===== src/rtl/ps2_key_sequencer.sv =====
// ps2_key_sequencer: buffers ASCII characters in a small FIFO and plays each one
// out as a PS/2 set-2 make/break byte sequence (Left-Shift wrapped for uppercase)
// through the transmitter's req/busy handshake.
module ps2_key_sequencer #(
  parameter int FIFO_AW      = 3,
  parameter int GAP_CYCLES   = 25000,
  parameter int BUSY_TIMEOUT = 16
) (
  input  logic       clk_25mhz,
  input  logic       reset,
  input  logic [7:0] char_in,
  input  logic       char_valid,
  output logic       ps2_req,
  output logic [7:0] ps2_byte,
  input  logic       ps2_busy,
  output logic       fifo_full,
  output logic       idle,
  output logic       overflow,
  output logic       unknown
);

  localparam int DEPTH = 1 << FIFO_AW;
  localparam int GW    = $clog2(GAP_CYCLES + 1);
  localparam int TW    = $clog2(BUSY_TIMEOUT + 1);

  typedef enum logic [2:0] {
    S_IDLE, S_LOAD, S_SEND, S_WAIT_HI, S_WAIT_LO, S_GAP
  } state_t;

  state_t           state, state_nxt;
  logic [7:0]       mem [DEPTH];
  logic [FIFO_AW:0] wr_ptr, rd_ptr, wr_nxt, rd_nxt;
  logic             empty, full, empty_nxt, full_nxt, push, pop;
  logic [7:0]       head;
  logic [7:0]       lk_code;
  logic             lk_shift, lk_hit;
  logic [7:0]       code_q, code_nxt;
  logic             shift_q, shift_nxt;
  logic [2:0]       idx, idx_nxt;
  logic [TW-1:0]    tmr, tmr_nxt;
  logic [GW-1:0]    gap, gap_nxt;
  logic             unk_nxt, last;

  // Set-2 make code for letter offset 0 ('a') .. 25 ('z').
  function automatic logic [7:0] letter_code(input logic [7:0] off);
    case (off)
      8'd0:  letter_code = 8'h1C;  8'd1:  letter_code = 8'h32;
      8'd2:  letter_code = 8'h21;  8'd3:  letter_code = 8'h23;
      8'd4:  letter_code = 8'h24;  8'd5:  letter_code = 8'h2B;
      8'd6:  letter_code = 8'h34;  8'd7:  letter_code = 8'h33;
      8'd8:  letter_code = 8'h43;  8'd9:  letter_code = 8'h3B;
      8'd10: letter_code = 8'h42;  8'd11: letter_code = 8'h4B;
      8'd12: letter_code = 8'h3A;  8'd13: letter_code = 8'h31;
      8'd14: letter_code = 8'h44;  8'd15: letter_code = 8'h4D;
      8'd16: letter_code = 8'h15;  8'd17: letter_code = 8'h2D;
      8'd18: letter_code = 8'h1B;  8'd19: letter_code = 8'h2C;
      8'd20: letter_code = 8'h3C;  8'd21: letter_code = 8'h2A;
      8'd22: letter_code = 8'h1D;  8'd23: letter_code = 8'h22;
      8'd24: letter_code = 8'h35;  8'd25: letter_code = 8'h1A;
      default: letter_code = 8'h00;
    endcase
  endfunction

  // Byte at position i of the keystroke sequence for (code, shift).
  function automatic logic [7:0] seq_byte(input logic [2:0] i, input logic [7:0] c,
                                          input logic sh);
    if (!sh) begin
      seq_byte = (i == 3'd1) ? 8'hF0 : c;
    end else begin
      case (i)
        3'd0, 3'd5: seq_byte = 8'h12;
        3'd2, 3'd4: seq_byte = 8'hF0;
        default:    seq_byte = c;
      endcase
    end
  endfunction

  // FIFO flags; fullness is judged on the pointers at the start of the cycle,
  // so a same-cycle pop never makes room for a push.
  always_comb begin
    empty     = (wr_ptr == rd_ptr);
    full      = (wr_ptr[FIFO_AW] != rd_ptr[FIFO_AW]) &&
                (wr_ptr[FIFO_AW-1:0] == rd_ptr[FIFO_AW-1:0]);
    push      = char_valid && !full;
    pop       = (state == S_LOAD);
    wr_nxt    = wr_ptr + {{FIFO_AW{1'b0}}, push};
    rd_nxt    = rd_ptr + {{FIFO_AW{1'b0}}, pop};
    empty_nxt = (wr_nxt == rd_nxt);
    full_nxt  = (wr_nxt[FIFO_AW] != rd_nxt[FIFO_AW]) &&
                (wr_nxt[FIFO_AW-1:0] == rd_nxt[FIFO_AW-1:0]);
    head      = mem[rd_ptr[FIFO_AW-1:0]];
  end

  // FIFO storage; contents need no reset, the pointers define validity.
  always_ff @(posedge clk_25mhz) begin
    if (push) mem[wr_ptr[FIFO_AW-1:0]] <= char_in;
  end

  // ASCII -> set-2 code lookup on the FIFO head.
  always_comb begin
    lk_code  = 8'h00;
    lk_shift = 1'b0;
    lk_hit   = 1'b1;
    if (head >= 8'h61 && head <= 8'h7A) begin
      lk_code = letter_code(head - 8'h61);
    end else if (head >= 8'h41 && head <= 8'h5A) begin
      lk_code  = letter_code(head - 8'h41);
      lk_shift = 1'b1;
    end else begin
      case (head)
        8'h30: lk_code = 8'h45;  8'h31: lk_code = 8'h16;
        8'h32: lk_code = 8'h1E;  8'h33: lk_code = 8'h26;
        8'h34: lk_code = 8'h25;  8'h35: lk_code = 8'h2E;
        8'h36: lk_code = 8'h36;  8'h37: lk_code = 8'h3D;
        8'h38: lk_code = 8'h3E;  8'h39: lk_code = 8'h46;
        8'h20: lk_code = 8'h29;  8'h0D: lk_code = 8'h5A;
        8'h60: lk_code = 8'h0E;  8'h2D: lk_code = 8'h4E;
        8'h3D: lk_code = 8'h55;  8'h5B: lk_code = 8'h54;
        8'h5D: lk_code = 8'h5B;  8'h3B: lk_code = 8'h4C;
        8'h27: lk_code = 8'h52;  8'h2C: lk_code = 8'h41;
        8'h2E: lk_code = 8'h49;  8'h2F: lk_code = 8'h4A;
        8'h5C: lk_code = 8'h5D;
        default: lk_hit = 1'b0;
      endcase
    end
  end

  // Sequencer next-state: one character at a time, one byte per SEND.
  always_comb begin
    state_nxt = state;
    idx_nxt   = idx;
    code_nxt  = code_q;
    shift_nxt = shift_q;
    tmr_nxt   = tmr;
    gap_nxt   = gap;
    unk_nxt   = 1'b0;
    last      = shift_q ? (idx == 3'd5) : (idx == 3'd2);
    case (state)
      S_IDLE: if (!empty) state_nxt = S_LOAD;
      S_LOAD: begin
        code_nxt  = lk_code;
        shift_nxt = lk_shift;
        idx_nxt   = 3'd0;
        if (lk_hit) state_nxt = S_SEND;
        else begin
          unk_nxt   = 1'b1;
          state_nxt = S_IDLE;
        end
      end
      S_SEND: begin
        tmr_nxt   = '0;
        state_nxt = S_WAIT_HI;
      end
      S_WAIT_HI: begin
        gap_nxt = '0;
        // A transmitter that never acknowledges must not stall the sequence.
        if (ps2_busy) state_nxt = S_WAIT_LO;
        else if (tmr == TW'(BUSY_TIMEOUT - 1)) state_nxt = S_GAP;
        else tmr_nxt = tmr + TW'(1);
      end
      S_WAIT_LO: begin
        gap_nxt = '0;
        if (!ps2_busy) state_nxt = S_GAP;
      end
      S_GAP: begin
        if (gap == GW'(GAP_CYCLES - 1)) begin
          if (last) state_nxt = S_IDLE;
          else begin
            idx_nxt   = idx + 3'd1;
            state_nxt = S_SEND;
          end
        end else begin
          gap_nxt = gap + GW'(1);
        end
      end
      default: state_nxt = S_IDLE;
    endcase
  end

  // State, FIFO pointers and registered outputs. req/byte are loaded on entry
  // to SEND so the byte is valid in the req cycle and held until the next req.
  always_ff @(posedge clk_25mhz) begin
    if (reset) begin
      state     <= S_IDLE;
      wr_ptr    <= '0;
      rd_ptr    <= '0;
      idx       <= 3'd0;
      code_q    <= 8'h00;
      shift_q   <= 1'b0;
      tmr       <= '0;
      gap       <= '0;
      ps2_req   <= 1'b0;
      ps2_byte  <= 8'h00;
      overflow  <= 1'b0;
      unknown   <= 1'b0;
      fifo_full <= 1'b0;
      idle      <= 1'b1;
    end else begin
      state     <= state_nxt;
      wr_ptr    <= wr_nxt;
      rd_ptr    <= rd_nxt;
      idx       <= idx_nxt;
      code_q    <= code_nxt;
      shift_q   <= shift_nxt;
      tmr       <= tmr_nxt;
      gap       <= gap_nxt;
      ps2_req   <= (state_nxt == S_SEND);
      if (state_nxt == S_SEND) ps2_byte <= seq_byte(idx_nxt, code_nxt, shift_nxt);
      overflow  <= char_valid && full;
      unknown   <= unk_nxt;
      fifo_full <= full_nxt;
      idle      <= (state_nxt == S_IDLE) && empty_nxt;
    end
  end

endmodule


===== config.mk =====
export PLATFORM = sky130hd
export DESIGN_NAME = ps2_key_sequencer
export DESIGN_NICKNAME = d
export VERILOG_FILES = /design/src/rtl/ps2_key_sequencer.sv
export SDC_FILE = /design/constraint.sdc
export NUM_CORES = 1
export LEC_CHECK = 0
export ABC_CLOCK_PERIOD_IN_PS = 4600
export CORE_MARGIN = 2
export CORE_UTILIZATION = 54
export CTS_BUF_LIST = sky130_fd_sc_hd__clkbuf_8 sky130_fd_sc_hd__clkbuf_16
export DETAILED_ROUTE_END_ITERATION = 6
export PLACE_DENSITY = 0.72
export SKIP_CTS_REPAIR_TIMING = 1
export SYNTH_ARGS = -nofsm -noshare
export SYNTH_HDL_FRONTEND = slang
export SYNTH_SLANG_ARGS = --single-unit

===== constraint.sdc =====
create_clock -name clk_25mhz -period 4.6 [get_ports clk_25mhz]
set_input_delay 0.92 -clock clk_25mhz [delete_from_list [all_inputs] [get_ports clk_25mhz]]
set_output_delay 0.92 -clock clk_25mhz [all_outputs]
set_load 0.03 [all_outputs]

==> results of run 1 <==
## report_power, final
| part | total (mW) | switching (mW) | internal (mW) |
|---|---|---|---|
| sequential | 1.26 | 0.0644 | 1.20 |
| combinational | 1.62 | 1.00 | 0.615 |
| clock | 1.32 | 0.512 | 0.809 |
## cell families after synthesis
group | after synthesis | share of synthesized area [%]
simple gates | 241 | 18.32
mux | 34 | 8.929
xor+xnor | 25 | 3.242
compound gates | 163 | 17.56
buf+inv | 49 | 3.557
fa+ha+maj | 18 | 3.335
flops | 120 | 45.05
## synthesized netlist by cell type (5+ instances only)
library cell,count,share of area (%)
sky130_fd_sc_hd__edfxtp_1,64,28
sky130_fd_sc_hd__nand2_1,36,2.0
sky130_fd_sc_hd__nand3_1,28,2.1
sky130_fd_sc_hd__xor2_1,14,1.8
sky130_fd_sc_hd__o211ai_1,10,1.1
sky130_fd_sc_hd__buf_2,8,0.59
sky130_fd_sc_hd__nand4_1,7,0.65
sky130_fd_sc_hd__xnor2_1,11,1.4
sky130_fd_sc_hd__dfxtp_1,56,17
sky130_fd_sc_hd__mux2i_1,8,1.2
sky130_fd_sc_hd__nor4_1,9,0.83
sky130_fd_sc_hd__clkbuf_1,17,0.94
sky130_fd_sc_hd__nand2b_1,6,0.56
sky130_fd_sc_hd__ha_1,18,3.3
sky130_fd_sc_hd__o21ai_0,27,2.0
sky130_fd_sc_hd__inv_1,12,0.67
sky130_fd_sc_hd__a22oi_1,5,0.56
sky130_fd_sc_hd__a211oi_1,12,1.3
sky130_fd_sc_hd__nor3_1,29,2.1
sky130_fd_sc_hd__nand3b_1,5,0.56
sky130_fd_sc_hd__a31oi_1,9,0.83
sky130_fd_sc_hd__and2_1,6,0.56
sky130_fd_sc_hd__nor2b_1,12,1.1
sky130_fd_sc_hd__mux4_2,10,3.3
sky130_fd_sc_hd__nor2_1,72,4.0
sky130_fd_sc_hd__a21oi_1,36,2.7
sky130_fd_sc_hd__a22o_1,5,0.65
## layer usage
| metal | global-route usage [%] | vias to the layer above |
|---|---|---|
| li1 | - | 2538 |
| met1 | 35.22 | 2559 |
| met2 | 41.40 | 199 |
| met3 | 4.864 | 30 |
| met4 | 10.00 | 0 |
| met5 | 0 | - |
## worst min-delay path by stage
stage / slack, ns / from / endpoint
after floorplan: 0.41 / code_q[7] / code_q[7]
final: 0.44 / code_q[7] / code_q[7]
after CTS: 0.44 / code_q[7] / code_q[7]
after global routing: 0.46 / code_q[7] / code_q[7]
after global placement: 0.43 / code_q[7] / code_q[7]
after detailed placement: 0.43 / code_q[7] / code_q[7]
## cell type report
cell class	count	area (um^2)
clock inverters	15	163.9
fillers	1004	4383
well taps	168	210.2
inverters	16	60.06
flip-flops and latches	120	3043
repair buffers	40	355.3
clock buffers	17	425.4
multi-input cells	481	3471
## flip-flops by register name, summed over array words and instances, names as in the netlist, 3 cells and up
name      count
state         3
rd_ptr        4
wr_ptr        4
tmr           5
idx           3
ps2_byte      8
code_q        8
mem          64
gap          15
## stage by stage
step                      std cells  util, %  area [um^2]  power, mW  hold WS (ns)
after floorplan                 650        -         6754      2.479        0.4102
after global placement          825    58.95         7139      2.887        0.4325
after detailed placement        825    58.95         7139      2.874        0.4254
after CTS                       857    63.81         7729      4.194        0.4359
after global routing            857    63.81         7729      4.421        0.4610
final                           857    63.81         7729      4.203        0.4378
## tightest hold or removal path, cell delays in order (launching register included)
cell and delay (ns):
sky130_fd_sc_hd__dfxtp_1 0.31, sky130_fd_sc_hd__nand2_1 0.05, sky130_fd_sc_hd__nor2_1 0.03
==> Flow_metrics.wiki, run 1 <==
{| class="wikitable"
! Metric !! Value
|-
| Global placement routability congestion || 0.9616
|-
| CP delay by family, top || multiplexers
|-
| Insertion delay of the later-clocked pin in the worst-skew pair || 0.42 ns
|-
| Worst path buffer plus inverter count || 1
|-
| CP Cell Sequence || mux4_1 -> mux2i_4 -> ha_1 -> inv_1 -> nor3_1 -> a31oi_1 -> a211oi_1 -> or4b_4 -> o21a_1 -> nor2_1 -> a22o_1
|-
| Initial antenna violation count || 0
|-
| Routed wire length per instance || 18.79 um
|-
| Commonest cells after routing, fill and taps aside || sky130_fd_sc_hd__nor2_1, sky130_fd_sc_hd__edfxtp_1, sky130_fd_sc_hd__dfxtp_1
|-
| Vias per cell || 6.215
|-
| Post-layout min period || 4.135 ns
|-
| EDFF count, synth || 64
|-
| Number of warnings reported in the yosys synthesis log || 0
|-
| Fraction of registers with async set/reset || 0%
|-
| Final antenna-violating net count || 0
|-
| PortBufs || 24
|-
| Final-stage net count || 706
|-
| Fraction of layout instances using a drive strength above 1 || 14.08%
|-
| VDD IR-drop max || 0.3659 mV
|-
| Setup slack at placement || 0.5134 ns
|-
| Detailed-route DRC error count || 0
|-
| Launch point of the worst path || rd_ptr[0]
|-
| Worst setup skew after layout || 0.01145 ns
|-
| Top-Level Pins || 25
|-
| Synthesized netlist net count || 680
|-
| Number of global-route vias before repair || 5121
|-
| Unrepaired setup endpoints after global routing || no
|-
| Highest net fanout along the worst path || 13
|-
| Cell leakage power || 2.636 nW
|-
| Cell row count || 40
|-
| Starting density of the core || 55.76%
|-
| Setup crit end kind || register
|-
| Most common cell after layout, fill and taps aside || sky130_fd_sc_hd__nor2_1
|-
| Largest incremental delay on the critical path || 0.65 ns
|-
| Diode insertion count for antenna repair || 0
|-
| Stages on worst setup path || 11
|-
| Flops & latches, synth || 120
|-
| First DRT Iteration DRCs || 475
|-
| Seq/Total Area, Yosys || 45.05%
|-
| Deepest clock path buffer count || 2
|-
| Pwr/cell area || 543.8 nW/um^2
|-
| Pin count of the biggest net entering global routing || 57
|-
| Iteration count of the initial detailed-routing pass || 5
|-
| Highest clock rate || 241.8 MHz
|-
| Startpoint type of the worst setup path || register
|-
| Top metal layer carrying routed signals || met4
|-
| Via count || 5326
|-
| Total half-perimeter wirelength after legalization and detailed placement || 11450 um
|-
| Endpoint required time on the critical path || 4.90 ns
|-
| Clock tree from TritonCTS || built
|-
| Clk root buf || sky130_fd_sc_hd__clkbuf_16
|-
| Metal-1 WL || 7158 um
|-
| CP Capture Point || ps2_byte[3]
|-
| Area of the core || 12110 um^2
|-
| Clock-pin slew of the registers on the worst-case setup and hold paths || 0.06 ns
|-
| Arr. time, crit path || 4.44 ns
|-
| Synth Area per Inst || 10.39 um^2
|-
| Count of final max-slew check failures || 0
|-
| Class of the tightest hold or removal check || register to register
|-
| Wire length on met3 || 865 um
|-
| CTS HTree Levels || 4
|-
| Slew at the pin with the worst max-slew slack || 1.044 ns
|-
| Worst setup margin || 0.4648 ns
|-
| Post-synthesis instance area || 6754 um^2
|-
| Setup violations, final || 0
|-
| Congestion Overflow GR || 0
|-
| Depth of the most critical reg-to-reg path || 11
|-
| Worst R2R Start || rd_ptr[0]
|-
| WL final || 16100 um
|-
| Status || completed
|-
| Number of max-cap violations || 0
|-
| Hold Violations, Final || 0
|-
| Main synth FF type || sky130_fd_sc_hd__edfxtp_1
|-
| Sum of negative setup slack || 0 ns
|-
| GR Util All Layers || 25.88%
|-
| Hold-critical path depth || 2
|-
| Register-to-register setup slack || 0.46 ns
|-
| Cell count after synthesis || 650
|-
| DIE AREA || 13420 um^2
|-
| Crit path kind || register to register
|-
| Num CTS Buffers || 17
|-
| Amount of wire on met2 after detailed routing || 7700 um
|-
| Tcrit/Tclk final || 89.90%
|-
| Slowest stage cell on the critical path || sky130_fd_sc_hd__mux4_1
|-
| Max-slew headroom at the worst pin || 29.93%
|-
| First-pass GRT wire length || 26580 um
|-
| Clock Sink Count || 120
|-
| Floorplan die width || 115.8 um
|-
| Unique cell type count in the Yosys netlist || 85
|-
| Endpoint of the worst register-to-register path || ps2_byte[3]
|-
| Synth-to-layout area growth || 14.43%
|-
| Die H || 115.8 um
|}
Power figures use the tool's default switching activity.
==> run 2: changes to the inputs <==
--- a/config.mk
+++ b/config.mk
@@ -5,13 +5,13 @@
 export SDC_FILE = /design/constraint.sdc
 export NUM_CORES = 1
 export LEC_CHECK = 0
-export ABC_CLOCK_PERIOD_IN_PS = 4600
+export ABC_CLOCK_PERIOD_IN_PS = 3900
 export CORE_MARGIN = 2
 export CORE_UTILIZATION = 54
 export CTS_BUF_LIST = sky130_fd_sc_hd__clkbuf_8 sky130_fd_sc_hd__clkbuf_16
 export DETAILED_ROUTE_END_ITERATION = 6
+export GPL_TIMING_DRIVEN = 0
 export PLACE_DENSITY = 0.72
-export SKIP_CTS_REPAIR_TIMING = 1
 export SYNTH_ARGS = -nofsm -noshare
 export SYNTH_HDL_FRONTEND = slang
 export SYNTH_SLANG_ARGS = --single-unit
==> constraint.sdc (replaced) <==
create_clock -name clk_25mhz -period 3.9 [get_ports clk_25mhz]
set_input_delay 0.78 -clock clk_25mhz [delete_from_list [all_inputs] [get_ports clk_25mhz]]
set_output_delay 0.78 -clock clk_25mhz [all_outputs]
set_load 0.03 [all_outputs]
==> run 2 against run 1 <==
Setup slack worse by 0.34 ns; clock-buffer cell count unchanged; hold slack about the same; clock skew down 0.0010 ns; final cell count up 2.9%; critical path type unchanged; power up 18%; maximum frequency up 9.6%; critical path depth up 1; wire length up 5.6%; first-iteration DRC count up 6.1%.
==> Flow_metrics.wiki, run 2 (same netlist as run 1, synthesis figures left out) <==
{| class="wikitable"
! Metric !! Value
|-
| Fillers || 983
|-
| Cell row count || 40
|-
| Num CTS Buffers || 17
|-
| Cell leakage power || 2.699 nW
|-
| Setup violations, final || 0
|-
| Instance area at placement || 7209 um^2
|-
| Endpoint required time on the critical path || 4.22 ns
|-
| CTS HTree Levels || 4
|-
| Class of the tightest hold or removal check || register to register
|-
| PortBufs || 24
|-
| Clock tree from TritonCTS || built
|-
| Max-slew headroom at the worst pin || 40.55%
|-
| Starting density of the core || 55.76%
|-
| Via count || 5505
|-
| Highest net fanout along the worst path || 10
|-
| Routed wire length per instance || 19.29 um
|-
| Setup crit end kind || register
|-
| Clk root buf || sky130_fd_sc_hd__clkbuf_16
|-
| Iteration count of the initial detailed-routing pass || 5
|-
| Flip-flop count of the largest register, all copies and words added || 64
|-
| CP Cell Sequence || buf_8 -> mux4_1 -> mux2i_4 -> buf_4 -> ha_1 -> o211ai_1 -> xnor2_2 -> nor4_1 -> a211oi_1 -> o211ai_1 -> or3b_1 -> a311oi_1
|-
| Post-layout instance area || 7909 um^2
|-
| Unrepaired setup endpoints after global routing || yes
|-
| First DRT Iteration DRCs || 504
|-
| Clock-pin slew of the registers on the worst-case setup and hold paths || 0.06 ns
|-
| CTS hold repair buffers || 0
|-
| Detailed-route DRC error count || 0
|-
| Floorplan die width || 115.8 um
|-
| Count of final max-slew check failures || 0
|-
| GR Util All Layers || 26.57%
|-
| Worst setup skew after layout || 0.01045 ns
|-
| Pin count of the biggest net entering global routing || 17
|-
| Largest incremental delay on the critical path || 0.61 ns
|-
| Cell with the most instances on the worst path || sky130_fd_sc_hd__o211ai_1
|-
| Insertion delay of the later-clocked pin in the worst-skew pair || 0.42 ns
|-
| First-pass GRT wire length || 26930 um
|-
| Final-stage net count || 732
|-
| Hold Violations, Final || 0
|-
| Pwr/cell area || 626.8 nW/um^2
|-
| Highest clock rate || 265.0 MHz
|-
| Diode insertion count for antenna repair || 0
|-
| Synth-to-layout area growth || 17.10%
|-
| Area of the core || 12110 um^2
|-
| Commonest cells after routing, fill and taps aside || sky130_fd_sc_hd__nor2_1, sky130_fd_sc_hd__edfxtp_1, sky130_fd_sc_hd__dfxtp_1
|-
| Final antenna-violating net count || 0
|-
| VDD IR-drop max || 0.4088 mV
|-
| Register-to-register setup slack || 0.13 ns
|-
| Global placement routability congestion || 0.8773
|-
| Vias per cell || 6.241
|-
| Most common cell after layout, fill and taps aside || sky130_fd_sc_hd__nor2_1
|-
| Worst path buffer plus inverter count || 2
|-
| Fraction of layout instances using a drive strength above 1 || 17.51%
|-
| Top-Level Pins || 25
|-
| Startpoint type of the worst setup path || register
|-
| Die H || 115.8 um
|-
| Arr. time, crit path || 4.09 ns
|-
| Clock Sink Count || 120
|-
| WL final || 17010 um
|-
| Congestion Overflow GR || 0
|-
| Deepest clock path buffer count || 2
|-
| CP delay by family, top || multiplexers
|-
| Total half-perimeter wirelength after legalization and detailed placement || 11940 um
|-
| Slowest stage cell on the critical path || sky130_fd_sc_hd__mux4_1
|-
| Number of max-cap violations || 0
|-
| Initial antenna violation count || 0
|-
| Core Util, Final || 65.30%
|-
| Slew at the pin with the worst max-slew slack || 0.8885 ns
|-
| Tcrit/Tclk final || 96.78%
|-
| Post-layout min period || 3.774 ns
|-
| Status || completed
|-
| Number of global-route vias before repair || 5253
|-
| Crit path kind || register to register
|-
| DIE AREA || 13420 um^2
|}
[run 2: what timing repair did]
action,CTS,global route
buffers inserted,8,3
resized for setup,9,23
hold endpoints to repair,0,0
pin swaps,1,2
endpoints found under the setup margin,16,11
[run 2: worst register-to-register path, cell delays in order, from the launching register on]
cell	delay (ns)
sky130_fd_sc_hd__dfxtp_1	0.36
sky130_fd_sc_hd__buf_8	0.18
sky130_fd_sc_hd__mux4_1	0.62
sky130_fd_sc_hd__mux2i_4	0.26
sky130_fd_sc_hd__buf_4	0.17
sky130_fd_sc_hd__ha_1	0.22
sky130_fd_sc_hd__o211ai_1	0.28
sky130_fd_sc_hd__xnor2_2	0.31
sky130_fd_sc_hd__nor4_1	0.31
sky130_fd_sc_hd__a211oi_1	0.10
sky130_fd_sc_hd__o211ai_1	0.22
sky130_fd_sc_hd__or3b_1	0.37
sky130_fd_sc_hd__a311oi_1	0.26
[run 2: report_power, final]
group	total, mW	internal, mW	switching (mW)
sequential	1.45	1.42	0.0366
clock	1.38	0.807	0.577
combinational	2.12	0.816	1.30
total	4.96	3.04	1.92
[run 2: layer usage]
metal	routed length, um	share of wire, %	up-vias	track usage, %
li1	-	-	2596	-
met1	7659	45	2679	36.04
met2	7981	47	196	42.42
met3	947	5.6	34	4.759
met4	422	2.5	0	11.03
met5	0	0	-	0
[run 2: cell type report]
type                       count  area [um^2]  share of cell area (%)
buffer                        31        192.7                   2.436
multi-input combinational    481         3550                   44.88
timing repair buffer          35        322.8                   4.082
tap                          168        210.2                   2.658
clock inverter                14        101.3                   1.281
sequential                   120         3043                   38.47
clock buffer                  17        425.4                   5.379
inverter                      16        63.81                  0.8068
[run 2: path summary, 6_finish.rpt]
kind,from,to,cells past startpoint
min,code_q[7],code_q[7],2
max,rd_ptr[0],ps2_byte[1],12
max reg2reg,rd_ptr[0],ps2_byte[1],12
min reg2reg,code_q[7],code_q[7],2
[run 2: stage by stage]
stage,std cells,hold slack (ns),total power [mW],setup TNS (ns),setup WS [ns]
after floorplan,650,0.4102,2.924,0,0.2218
after global placement,842,0.4206,3.397,-5.158,-0.5225
after detailed placement,842,0.4274,3.422,-5.333,-0.5294
after CTS,880,0.4359,4.867,0,0.01607
after global routing,882,0.4645,5.193,-0.05901,-0.04294
final,882,0.4378,4.957,0,0.1257
